## src/rtl/shift_reg_universal.sv

```systemverilog
// ----------------------------------------------------------------------------
// shift_reg_universal
//
// Purpose:
//   SHIFTERLEN-deep line of BITWIDTH-bit stages with per-stage valid bits and a
//   registered occupancy count. Serves as a generic staging / delay line
//   (age-ordered tags, issue history) in the out-of-order pipeline.
//   Modes: 0 HOLD, 1 SHL, 2 SHR, 3 ROTL, 4 ROTR, 5 LOAD, 6 CLEAR, 7 HOLD.
//   "Left" means stage i-1 moves into stage i, so stage 0 is the entry point.
//
// Ports:
//   clk       in   clock, all state updates on the rising edge
//   reset     in   synchronous active-low reset (clears data, valid, count)
//   mode      in   operation select (see above)
//   inL       in   serial data entering stage 0 on SHL
//   inLValid  in   valid bit accompanying inL
//   inR       in   serial data entering stage SHIFTERLEN-1 on SHR
//   inRValid  in   valid bit accompanying inR
//   parIn     in   parallel load data, parIn[x] goes to stage x
//   parValid  in   parallel load valid mask
//   out       out  stage contents, out[x] is stage x
//   valid     out  per-stage valid bits
//   outL      out  out[SHIFTERLEN-1], the stage leaving on SHL
//   outR      out  out[0], the stage leaving on SHR
//   count     out  registered number of set valid bits
// ----------------------------------------------------------------------------
module shift_reg_universal #(
   parameter int BITWIDTH   = 1,
   parameter int SHIFTERLEN = 10
) (
   input  logic                                 clk,
   input  logic                                 reset,
   input  logic [2:0]                           mode,
   input  logic [BITWIDTH-1:0]                  inL,
   input  logic                                 inLValid,
   input  logic [BITWIDTH-1:0]                  inR,
   input  logic                                 inRValid,
   input  logic [BITWIDTH-1:0]                  parIn [SHIFTERLEN-1:0],
   input  logic [SHIFTERLEN-1:0]                parValid,
   output logic [BITWIDTH-1:0]                  out [SHIFTERLEN-1:0],
   output logic [SHIFTERLEN-1:0]                valid,
   output logic [BITWIDTH-1:0]                  outL,
   output logic [BITWIDTH-1:0]                  outR,
   output logic [$clog2(SHIFTERLEN+1)-1:0]      count
);

   localparam int CW = $clog2(SHIFTERLEN + 1);

   localparam logic [2:0] MODE_HOLD  = 3'd0;
   localparam logic [2:0] MODE_SHL   = 3'd1;
   localparam logic [2:0] MODE_SHR   = 3'd2;
   localparam logic [2:0] MODE_ROTL  = 3'd3;
   localparam logic [2:0] MODE_ROTR  = 3'd4;
   localparam logic [2:0] MODE_LOAD  = 3'd5;
   localparam logic [2:0] MODE_CLEAR = 3'd6;
   localparam logic [2:0] MODE_HOLD7 = 3'd7;

   logic [BITWIDTH-1:0]   out_q   [SHIFTERLEN-1:0];
   logic [BITWIDTH-1:0]   out_d   [SHIFTERLEN-1:0];
   logic [SHIFTERLEN-1:0] valid_q;
   logic [SHIFTERLEN-1:0] valid_d;
   logic [CW-1:0]         count_q;
   logic [CW-1:0]         count_d;
   logic [CW-1:0]         load_pop;

   // Per-stage next-state. Each stage sees its lower neighbour (SHL/ROTL
   // source) and upper neighbour (SHR/ROTR source); the end stages swap in
   // the serial input or the wrap-around stage instead. With SHIFTERLEN==1
   // the rotate sources are the stage itself, so ROTL/ROTR degenerate to HOLD.
   genvar gi;
   generate
      for (gi = 0; gi < SHIFTERLEN; gi++) begin : g_stage
         logic [BITWIDTH-1:0] shl_data, rotl_data, shr_data, rotr_data;
         logic                shl_vld,  rotl_vld,  shr_vld,  rotr_vld;
         logic [BITWIDTH-1:0] stage_d;
         logic                stage_vld_d;

         if (gi == 0) begin : g_lo_entry
            assign shl_data  = inL;
            assign shl_vld   = inLValid;
            assign rotl_data = out_q[SHIFTERLEN-1];
            assign rotl_vld  = valid_q[SHIFTERLEN-1];
         end else begin : g_lo_chain
            assign shl_data  = out_q[gi-1];
            assign shl_vld   = valid_q[gi-1];
            assign rotl_data = out_q[gi-1];
            assign rotl_vld  = valid_q[gi-1];
         end

         if (gi == SHIFTERLEN-1) begin : g_hi_entry
            assign shr_data  = inR;
            assign shr_vld   = inRValid;
            assign rotr_data = out_q[0];
            assign rotr_vld  = valid_q[0];
         end else begin : g_hi_chain
            assign shr_data  = out_q[gi+1];
            assign shr_vld   = valid_q[gi+1];
            assign rotr_data = out_q[gi+1];
            assign rotr_vld  = valid_q[gi+1];
         end

         always_comb begin
            stage_d     = out_q[gi];
            stage_vld_d = valid_q[gi];
            case (mode)
               MODE_SHL: begin
                  stage_d     = shl_data;
                  stage_vld_d = shl_vld;
               end
               MODE_SHR: begin
                  stage_d     = shr_data;
                  stage_vld_d = shr_vld;
               end
               MODE_ROTL: begin
                  stage_d     = rotl_data;
                  stage_vld_d = rotl_vld;
               end
               MODE_ROTR: begin
                  stage_d     = rotr_data;
                  stage_vld_d = rotr_vld;
               end
               MODE_LOAD: begin
                  stage_d     = parIn[gi];
                  stage_vld_d = parValid[gi];
               end
               MODE_CLEAR: begin
                  stage_d     = '0;
                  stage_vld_d = 1'b0;
               end
               MODE_HOLD, MODE_HOLD7: ;
               default: ;
            endcase
         end

         assign out_d[gi]   = stage_d;
         assign valid_d[gi] = stage_vld_d;
      end
   endgenerate

   // Popcount is only needed when a whole new mask arrives on LOAD.
   always_comb begin
      load_pop = '0;
      for (int i = 0; i < SHIFTERLEN; i++) begin
         load_pop = load_pop + CW'(parValid[i]);
      end
   end

   // Incremental count: one entry enters and one leaves on a shift. The
   // intermediate may wrap, but the final value always lies in 0..SHIFTERLEN.
   always_comb begin
      count_d = count_q;
      case (mode)
         MODE_SHL:   count_d = count_q + CW'(inLValid) - CW'(valid_q[SHIFTERLEN-1]);
         MODE_SHR:   count_d = count_q + CW'(inRValid) - CW'(valid_q[0]);
         MODE_LOAD:  count_d = load_pop;
         MODE_CLEAR: count_d = '0;
         default:    count_d = count_q;
      endcase
   end

   always_ff @(posedge clk) begin
      if (!reset) begin
         for (int i = 0; i < SHIFTERLEN; i++) begin
            out_q[i] <= '0;
         end
         valid_q <= '0;
         count_q <= '0;
      end else begin
         out_q   <= out_d;
         valid_q <= valid_d;
         count_q <= count_d;
      end
   end

   assign out   = out_q;
   assign valid = valid_q;
   assign count = count_q;
   assign outL  = out_q[SHIFTERLEN-1];
   assign outR  = out_q[0];

endmodule

```

## config.mk

```make
export PLATFORM = sky130hd
export DESIGN_NAME = shift_reg_universal
export DESIGN_NICKNAME = d
export VERILOG_FILES = /design/src/rtl/shift_reg_universal.sv
export SDC_FILE = /design/constraint.sdc
export NUM_CORES = 1
export LEC_CHECK = 0
export BUFFER_PORTS_ARGS = -buffer_cell sky130_fd_sc_hd__buf_2
export CORE_UTILIZATION = 47
export CTS_CLUSTER_DIAMETER = 80
export CTS_CLUSTER_SIZE = 25
export DETAILED_ROUTE_END_ITERATION = 10
export HOLD_SLACK_MARGIN = 0.1
export PLACE_DENSITY_LB_ADDON = 0.08
export SYNTH_ARGS = -nofsm -noshare
export SYNTH_HDL_FRONTEND = slang
export SYNTH_SLANG_ARGS = --single-unit
```

## constraint.sdc

```tcl
create_clock -name clk -period 2.9 [get_ports clk]
set_input_delay 0.435 -clock clk [delete_from_list [all_inputs] [get_ports clk]]
set_output_delay 0.435 -clock clk [all_outputs]
set_load 0.02 [all_outputs]
```

# Word-level counts from Yosys, hierarchy flattened
# Index checks and enable logic that the tools add are counted.
dict set report totals {
  ramBits 0
  mem_count 0
  inputBits 29
  output_inout_bits 26
  romBits 0
  latch_bits 0
  ff_bits 24
}
dict set report classes {
  n_eq_ne 6
  n_bitwise 0
  shifts 0
  div_mod_pow 0
  n_reduce_logical 6
  n_mul 0
  order_cmp 0
  muxes 21
  add_sub_neg 13
}
# op n
set ops {}
lappend ops {{$pmux W1 S4} 16}
lappend ops {{$add A4 B1 Y4} 8}
lappend ops {{$pmux W1 S5} 4}
lappend ops {{$pmux W4 S4} 1}
lappend ops {{$reduce_bool A5 Y1} 2}
lappend ops {{$eq A3 B3 Y1 const B} 3}
lappend ops {{$reduce_bool A4 Y1} 2}
lappend ops {{$sub A4 B1 Y4} 2}
lappend ops {{$eq A3 B2 Y1 const B} 2}
lappend ops {{$add A3 B1 Y4} 1}
lappend ops {{$reduce_or A2 Y1} 2}
lappend ops {{$add A2 B1 Y3} 1}
lappend ops {{$eq A3 B1 Y1 const B} 1}
lappend ops {{$add A1 B1 Y2} 1}

# Depth between registers and ports, before layout
# Gate-level depths: netlist of the first run.
dict set report logic_depth {
  ltp_word 10
  depth_mapped 11
}

# Worst setup path before layout of the first run
# OpenSTA, ideal clock, no wires.
dict set report synth_path {
  path_type {in2reg}
  from {in parValid[0]}
  to {reg count_q[1], in the netlist count[1]}
  setup_slack_ps -80
  setup_time_ps 86
  arrival_ps 2894
  required_ps 2814
  cell_stages 11
  path_cell_list {inv_1 > fa_1 > fa_1 > fa_1 > inv_1 > ha_1 > inv_1 > fa_1 > nand2_1 > nand2_1 > a221oi_2}
}
dict set report synth_via {
  elab_chain_cells 10
}
# item line_no
set synth_rtl {}
lappend synth_rtl {{start: declaration} 39} ;# input logic [SHIFTERLEN-1:0] parValid,
lappend synth_rtl {{$add A1 B1 Y2} 144} ;# load_pop = load_pop + CW'(parValid[i]);
lappend synth_rtl {{$add A2 B1 Y3} 144}
lappend synth_rtl {{$add A3 B1 Y4} 144}
lappend synth_rtl {{$add A4 B1 Y4 (6 in series)} 144}
lappend synth_rtl {{$pmux W4 S4} 152} ;# case (mode)
lappend synth_rtl {{end signal: assignment} 171} ;# count_q <= count_d;
lappend synth_rtl {{end: declaration} 62} ;# logic [CW-1:0] count_q;
# No other way between the ends.
# A chain may end at the register's enable or synchronous reset.

# Final worst setup path of the first run
dict set report layout_path {
  from {in parValid[5]}
  to {reg count_q[1], in the netlist count[1]}
}
dict set report layout_via {
  elab_chain_cells 6
}
# item line_no
set layout_rtl {}
lappend layout_rtl {{$add A4 B1 Y4 (5 in series)} 144}
lappend layout_rtl {{$pmux W4 S4} 152}
# No other way between the ends.

==> flow_summary_export.csv, run 1 <==
group,metric,value,unit
route,drtIter0Drc,117,
worst_setup_path,endpoint_kind,"flop",
yosys,syn_area,1940,sq um
route,antenna_left,0,
timing,relSlewSlack,49.1,%
layout,final_cell_mix,"52 x buf_2, 36 x o21ai_0, 24 x dfxtp_1",
floorplan,num_rows,23,
clock_network,cts.path.max_buffers,2,
route,drc,0,
timing,worstMarginPinSlew,0.764,ns
yosys,synth_top_area_cell,"dfxtp_1",
yosys,ys_ff_latch,24,
global_routing,grt_max_degree,48,
worst_setup_path,rrSetupSlack,0.99,ns
worst_hold_path,hold_class,"in -> reg",
worst_setup_path,worst-path-max-fanout,2,
yosys,synth_edf_count,0,
floorplan,ios,55,
route,wl,4.63,mm
floorplan,initial_utilization,48.9,%
route,vias_per_cell,5.67,
timing,slew_violations,0,
layout,nets,306,
place,gp_congestion,0.751,
route,drt_pre_antenna_iters,4,
route,num_vias,1747,
clock_network,cts-root-buf,"clkbuf_8",
global_routing,grt_pass1_vias,1463,
worst_hold_path,holdPathStages,3,
timing,timing.final.ws_setup,0.0622,ns
floorplan,die_h,66.3,um
layout,antenna_cells,0,
worst_setup_path,critPathBufInv,4,
global_routing,grt-ovfl-total,0,
yosys,avgSynthCellArea,8.83,sq um
yosys,synth_seq_area_share,24.7,%
power_and_ir_drop,power,1.02,mW
power_and_ir_drop,power_leakage,1.11,nW
global_routing,grt_pass1_wl,7.34,mm
clock_network,cts_inserted_buffers,3,
floorplan,die_x,66.3,um
layout,multi_input_area,1200,sq um
timing,rsz0062_at_grt,"true",
worst_setup_path,r2r_cells,8,
power_and_ir_drop,irDropWorstVdd,0.000367,V
power_and_ir_drop,power_density,458,nW/um^2
yosys,synth-async-reset-ratio,0,%
global_routing,grtUsageTotal,22.0,%
worst_setup_path,r2r-start,"valid[9]",
layout,syn_to_final_growth,14.3,%
clock_network,clk_pin_slew,0.09,ns
worst_setup_path,worstPathCellList,"buf_8 > fa_1 > inv_1 > fa_1 > fa_1 > inv_1 > ha_2 > inv_2 > fa_2 > nand2_1 > nand2_1 > a221oi_2",
worst_setup_path,crit_required,3.09,ns
worst_setup_path,cp_slowest_stage_delay,0.52,ns
worst_hold_path,min-delay-start,"inL",
yosys,synth_cell_types,39,
timing,min_period,2.84,ns
yosys,synth_cells,220,
worst_setup_path,start_kind,"primary input",
layout,fillCellCount,421,
global_routing,antenna_found_initial,0,
timing,setup_viol,0,
yosys,synth.area.top_cells,"dfxtp_1 25%, o21ai_0 9.3%, o221ai_1 8.6%",
layout,mostFrequentLayoutCell,"buf_2",
clock_network,clock-sinks,24,
layout,drive_gt1_share,30.6,%
place,io_buffer_count,54,
yosys,syn-num-nets,266,
clock_network,cts_tree,"done",
floorplan,dieArea,4400,sq um
worst_setup_path,arrival,3.03,ns
timing,hold_viol,0,
worst_setup_path,critPathTopFamily,"adder cells",
flow_run,drv_cap,0,
place,place_ws,-0.250,ns
timing,fin_crit_sh,97.9,%
worst_setup_path,r2r_end,"count[3]",
clock_network,cts_hold_buf,0,
timing,finalClockSkew,0.00271,ns
layout,regArea,480,sq um
worst_setup_path,critPathKind,"in -> reg",
route,wl_per_cell,15.0,um
yosys,ys.warnings.count,0,
worst_hold_path,hold_end,"outR",
clock_network,h-tree-depth,1,
worst_setup_path,path_common_cell,"fa_1",
timing,max_freq,0.352,GHz
yosys,synth_ff_type,"dfxtp_1",
worst_setup_path,worst_path_max_delay_cell,"fa_1",
place,hpwl,3.28,mm
clock_network,clkLatencyLatePin,0.27,ns
floorplan,core,3970,sq um
yosys,synth_top_area_share,24.7,%
run_status,status,"finished, final reports clean",
worst max path at each step:
stage | from | endpoint | cells past startpoint
global placement | parValid[5] | count[1] | 12
detailed placement | parValid[3] | count[1] | 12
CTS | parValid[3] | count[1] | 12
global route | parValid[5] | count[1] | 12
floorplan | parValid[5] | count[1] | 11
finish | parValid[5] | count[1] | 12
where the power goes:
part / switching [mW] / total, mW / internal (mW) / leakage (nW)
logic: 0.237 / 0.425 / 0.189 / 0.887
clock network: 0.110 / 0.203 / 0.0930 / 0.0216
registers: 0.0304 / 0.388 / 0.358 / 0.198
cells in the mapped netlist (4+ instances only):
cell,n
o211a_1,16
o21ai_1,4
buf_2,6
xnor2_1,4
a21oi_1,6
o21ai_0,36
clkbuf_1,5
fa_1,8
ha_1,9
buf_4,13
dfxtp_1,24
buf_6,4
o221ai_1,19
nor2_1,5
nand2_1,5
inv_1,21
kinds of logic (layout without fill, tap and decap cells):
| family | after synthesis | count (layout) | synth area share [%] |
|---|---|---|---|
| adders and majority gates | 17 | 17 | 14.0 |
| xor gates and xnor gates | 6 | 6 | 2.70 |
| AOI/OAI and AO/OA | 98 | 98 | 36.1 |
| DFF | 24 | 24 | 24.7 |
| and+or+nand+nor | 24 | 24 | 7.47 |
| buffers and inverters | 49 | 87 | 13.9 |
| muxes | 2 | 2 | 1.03 |
per-stage QoR:
stage	hold slack (ns)	TNS, ns	instances	cell area [sq um]	utilization (%)
after global placement	0.539	-0.567	304	2150	54.1
after global routing	0.468	-0.0794	308	2220	55.9
final	0.429	0	308	2220	55.9
after CTS	0.431	0	307	2190	55.2
after floorplan	0.510	-0.0873	220	1950	-
after detailed placement	0.533	-0.688	304	2150	54.1
layout make-up:
| class | instances | area share (%) |
|---|---|---|
| Timing Repair Buffer | 63 | 15.9 |
| Tap cell | 50 | 2.82 |
| Inverter | 21 | 3.55 |
| Clock buffer | 3 | 1.86 |
| Sequential cell | 24 | 21.6 |
| Multi-Input combinational cell | 147 | 54.2 |
metal layers:
layer	routed length, um	up-vias	GRT usage, %
li1	-	882	-
met1	2310	815	31.5
met2	2070	48	34.9
met3	229	2	3.62
met4	17	0	3.19
met5	0	-	0
sequential cells by signal, summed over array words and instances, names as in the netlist:
| signal | flops |
|---|---|
| valid | 10 |
| g_stage.rotr_data | 8 |
| count | 4 |
| outL | 1 |
| outR | 1 |
worst min-delay path, delay by kind of cell:
kind	cells	cell delay, ns
AO/OA/AOI/OAI	1	0.05
buffers and inverters	1	0.08
AND/OR/NAND/NOR	1	0.09
timing repair:
action	CTS	global route
resized for setup	0	6
setup endpoints to repair	0	3
setup buffers	0	1
No activity file was read; power rests on OpenSTA's default activity.
==> run 2: changes to the inputs <==
PLACE_DENSITY = 0.88   (was unset)
PLACE_DENSITY_LB_ADDON = unset   (was 0.08)
==> run 2 against run 1 <==
Cell count down 0.97%. Clock-buffer cell count up 1. Combinational power down 3%. Power up 2.4%. Maximum frequency down 0.58%. Non-clock buffer count down 4. Via count up 0.80%. Final area down 1.0%. Largest power group unchanged.
==> flow_summary_export.csv, run 2 (same netlist as run 1, synthesis figures left out) <==
group,metric,value,unit
clock_network,cts.path.max_buffers,2,
timing,rsz0062_at_grt,"true",
layout,drive_gt1_share,29.0,%
power_and_ir_drop,switching_share,36.2,%
layout,nets,302,
clock_network,cts_tree,"done",
floorplan,ios,55,
worst_setup_path,critPathKind,"in -> reg",
layout,syn_to_final_growth,13.1,%
power_and_ir_drop,power_leakage,1.09,nW
flow_run,drv_cap,0,
worst_setup_path,crit_required,3.10,ns
clock_network,cts-root-buf,"clkbuf_8",
floorplan,die_x,66.3,um
layout,stdcell_area,2200,sq um
power_and_ir_drop,power_density,473,nW/um^2
clock_network,clock-sinks,24,
timing,fin_crit_sh,98.4,%
route,wl_per_cell,14.5,um
route,drc,0,
place,placed_area,2130,sq um
clock_network,postCtsSetupRepairBufs,0,
worst_hold_path,hold_class,"in -> reg",
power_and_ir_drop,irDropWorstVdd,0.000219,V
layout,largest_register_ff_count,10,
route,vias_per_cell,5.77,
timing,setup_viol,0,
place,io_buffer_count,54,
clock_network,cts_hold_buf,0,
power_and_ir_drop,clkPwrFrac,22.9,%
timing,hold_viol,0,
global_routing,grt-ovfl-total,0,
route,drtIter0Drc,82,
timing,max_freq,0.350,GHz
layout,mostFrequentLayoutCell,"buf_2",
route,num_vias,1761,
layout,final_cell_mix,"52 x buf_2, 36 x o21ai_0, 24 x dfxtp_1",
power_and_ir_drop,pwr-share-comb,39.8,%
worst_setup_path,start_kind,"primary input",
timing,slew_violations,0,
floorplan,dieArea,4400,sq um
worst_setup_path,arrival,3.06,ns
power_and_ir_drop,power_frac_seq,37.3,%
route,drt_pre_antenna_iters,4,
worst_setup_path,worst-path-max-fanout,2,
route,wl,4.41,mm
worst_setup_path,endpoint_kind,"flop",
power_and_ir_drop,switchingPower,377,uW
timing,finalClockSkew,0.00783,ns
clock_network,clkLatencyLatePin,0.28,ns
route,antenna_left,0,
layout,fillCellCount,379,
global_routing,antenna_found_initial,0,
timing,worstMarginPinSlew,0.713,ns
power_and_ir_drop,power,1.04,mW
clock_network,h-tree-depth,1,
clock_network,cts_inserted_buffers,3,
timing,min_period,2.85,ns
layout,antenna_cells,0,
place,gp_congestion,0.794,
timing,relSlewSlack,52.5,%
layout,final_cells,305,
global_routing,grt_pass1_vias,1664,
clock_network,clk_pin_slew,0.09,ns
power_and_ir_drop,intPower,664,uW
global_routing,grt_max_degree,48,
floorplan,core,3970,sq um
floorplan,initial_utilization,48.9,%
run_status,status,"finished, final reports clean",
global_routing,grt_pass1_wl,7.27,mm
global_routing,grtUsageTotal,21.1,%
place,hpwl,3.14,mm
floorplan,num_rows,23,
place,dp_cells,301,
floorplan,die_h,66.3,um
-- run 2: changes by cell type in the layout (fill, tap and decap cells not counted), sizes merged --
cell and delta:
clkbuf +1, buf -4
-- run 2: final timing paths --
check / to / slack [ns] / startpoint / cells past startpoint
worst max register to register: count[3] / 0.97 / valid[9] / 8
worst min register to register: g_stage[6].rotr_data / 0.55 / g_stage[6].rotr_data / 1
worst max-delay path: count[1] / 0.05 / parValid[5] / 12
worst min-delay path: outR / 0.40 / inL / 3
-- run 2: layout make-up --
class | instances | area, sq um | share of cell area, %
multi-input combinational | 147 | 1200 | 54.5
sequential | 24 | 480 | 21.9
timing repair buffer | 59 | 324 | 14.7
inverter | 21 | 78.8 | 3.59
tap | 50 | 62.6 | 2.85
clock buffer | 4 | 55.1 | 2.50
-- run 2: routing by layer --
| metal | vias up | track usage [%] | part of all wire [%] | wire (um) |
|---|---|---|---|---|
| met2 | 63 | 35.6 | 47 | 2070 |
| li1 | 865 | - | - | - |
| met3 | 5 | 3.28 | 5.8 | 257 |
| met4 | 0 | 7.45 | 1.1 | 50 |
| met1 | 828 | 26.9 | 46 | 2030 |
| met5 | - | 0 | 0 | 0 |
-- run 2: what timing repair did --
item / CTS / global route
setup endpoints to repair: 0 / 3
resized for setup: 0 / 5
hold endpoints to repair: 0 / 0
-- run 2: power by group through the flow --
stage,sequential [mW],combinational [mW],clock [mW]
finish,0.388,0.414,0.238
global route,0.393,0.464,0.252
CTS,0.388,0.415,0.243
detailed placement,0.395,0.411,0
global placement,0.394,0.401,0
floorplan,0.414,0.300,0
-- run 2: worst max-delay path, stage by stage --
cell and delay, ns:
buf_8 0.10, fa_1 0.54, inv_1 0.05, fa_1 0.45
fa_1 0.48, inv_1 0.04, ha_2 0.17, inv_2 0.05
fa_2 0.41, nand2_1 0.07, nand2_1 0.06, a221oi_2 0.21
-- run 2: stage by stage --
step	setup WS (ns)	hold slack, ns	utilization (%)	setup TNS [ns]
floorplan	-0.0584	0.510	-	-0.0873
finish	0.0458	0.403	55.4	0
global route	-0.0377	0.432	55.4	-0.0716
CTS	0.0313	0.402	54.9	0
global placement	-0.219	0.528	53.6	-0.556
detailed placement	-0.236	0.530	53.6	-0.644
==> run 3: changes to the inputs <==
CAP_MARGIN = 10   (was unset)
CORE_MARGIN = 5   (was unset)
==> run 3 against run 2 <==
Routed wire length rose by 13%. Register-to-register slack got worse by 0.04 ns. Power is 9.8% higher. Sequential share of layout area decreased by 0.53 points. Critical endpoint is now count[2]. Utilization rose by 0.98 points. Combinational power increased by 9.7%. Cell count is 0.33% higher. Die area is 26% higher. Global-route usage down 2.4 points.
==> flow_summary_export.csv, run 3 (same netlist as run 1, synthesis figures left out) <==
group,metric,value,unit
worst_setup_path,endpoint_kind,"flop",
clock_network,clkLatencyLatePin,0.27,ns
flow_run,drv_cap,0,
layout,largest_register_ff_count,10,
power_and_ir_drop,irDropWorstVdd,0.000275,V
timing,slew_violations,0,
floorplan,ios,55,
clock_network,cts_tree,"done",
timing,fin_crit_sh,98.5,%
route,drtIter0Drc,60,
clock_network,cts-root-buf,"clkbuf_8",
worst_hold_path,hold_class,"in -> reg",
layout,fillCellCount,364,
layout,mostFrequentLayoutCell,"buf_2",
place,dp_cells,302,
clock_network,clk_pin_slew,0.09,ns
floorplan,core,4000,sq um
floorplan,die_x,74.3,um
worst_setup_path,crit_required,3.06,ns
global_routing,grt_pass1_vias,1763,
route,drc,0,
timing,finalClockSkew,0.00379,ns
layout,finalCoreUtilization,56.3,%
route,vias_per_cell,5.91,
worst_setup_path,arrival,3.02,ns
floorplan,initial_utilization,48.6,%
route,drt_pre_antenna_iters,4,
timing,hold_viol,0,
layout,syn_to_final_growth,16.0,%
worst_setup_path,start_kind,"primary input",
clock_network,h-tree-depth,1,
power_and_ir_drop,power_leakage,1.10,nW
route,antenna_left,0,
route,num_vias,1808,
clock_network,cts.path.max_buffers,2,
clock_network,cts_inserted_buffers,3,
layout,final_cells,306,
global_routing,grt_pass1_wl,8.26,mm
run_status,status,"finished, final reports clean",
worst_setup_path,worst-path-max-fanout,2,
floorplan,die_h,74.3,um
clock_network,cts_hold_buf,0,
global_routing,grt-ovfl-total,0,
global_routing,grtUsageTotal,18.6,%
timing,max_freq,0.350,GHz
floorplan,num_rows,23,
layout,final_cell_mix,"51 x buf_2, 36 x o21ai_0, 24 x dfxtp_1",
floorplan,dieArea,5520,sq um
timing,setup_viol,0,
timing,rsz0062_at_grt,"true",
worst_setup_path,critPathKind,"in -> reg",
power_and_ir_drop,power_density,507,nW/um^2
layout,antenna_cells,0,
route,wl,4.96,mm
timing,worstMarginPinSlew,0.713,ns
clock_network,clock-sinks,24,
timing,fin_tns_setup,0,ns
global_routing,grt_max_degree,48,
layout,drive_gt1_share,32.0,%
timing,relSlewSlack,52.5,%
place,hpwl,3.55,mm
global_routing,antenna_found_initial,0,
place,gp_congestion,0.831,
place,io_buffer_count,54,
timing,min_period,2.86,ns
layout,nets,303,
route,wl_per_cell,16.2,um
==> run 3: cell types whose count changed in the layout (fill, tap and decap cells not counted), moves of 2 or more <==
cell   delta
ha_4      +2
inv_1     -4
buf_6     +2
inv_2     +4
==> run 3: worst paths after layout <==
kind | depth (start not counted) | slack, ns | start | endpoint
setup / recovery | 12 | 0.04 | parValid[5] | count[2]
hold / removal | 3 | 0.42 | inL | outR
setup reg to reg | 9 | 0.93 | count[0] | count[2]
hold reg to reg | 1 | 0.55 | valid[4] | valid[4]
==> run 3: timing repair <==
item | CTS | global route
endpoints found under the setup margin | 0 | 3
buffers inserted | 0 | 0
resized for setup | 0 | 13
==> run 3: power by group <==
part	leakage (nW)	internal (mW)	switching, mW
logic	0.868	0.205	0.249
clock network	0.0357	0.185	0.115
registers	0.198	0.358	0.0311
total	1.10	0.747	0.396
==> run 3: worst max-delay path, cell delays in order <==
cell      delay (ns)
buf_6           0.10
fa_1            0.54
inv_2           0.04
fa_2            0.52
fa_1            0.41
inv_2           0.08
ha_4            0.14
inv_2           0.04
fa_2            0.32
xor2_1          0.16
a31oi_1         0.13
a21boi_1        0.09
==> run 3: per-stage QoR <==
stage / hold WS, ns / power, mW / worst slack [ns] / cell area [sq um]
5_1_grt: 0.453 / 1.22 / -0.0734 / 2250
6_report: 0.422 / 1.14 / 0.0422 / 2250
2_1_floorplan: 0.510 / 0.714 / -0.0584 / 1950
4_1_cts: 0.415 / 1.12 / 0.0178 / 2210
3_3_place_gp: 0.528 / 0.802 / -0.213 / 2130
3_5_place_dp: 0.530 / 0.818 / -0.278 / 2130
==> run 3: layout make-up <==
type                            count  area [sq um]  share of cell area [%]
Multi-Input combinational cell    147          1230                    54.4
Sequential cell                    24           480                    21.3
Timing Repair Buffer               60           334                    14.8
Inverter                           21          78.8                    3.50
Tap cell                           50          62.6                    2.78
Clock buffer                        3          41.3                    1.83
Clock inverter                      1          30.0                    1.33
==> run 3: routing by layer <==
| metal | up-vias | routed length, um | GRT usage [%] |
|---|---|---|---|
| met4 | 0 | 62 | 4.15 |
| met3 | 12 | 412 | 3.78 |
| met5 | - | 0 | 0 |
| met2 | 82 | 2360 | 30.9 |
| li1 | 871 | - | - |
| met1 | 843 | 2120 | 25.1 |
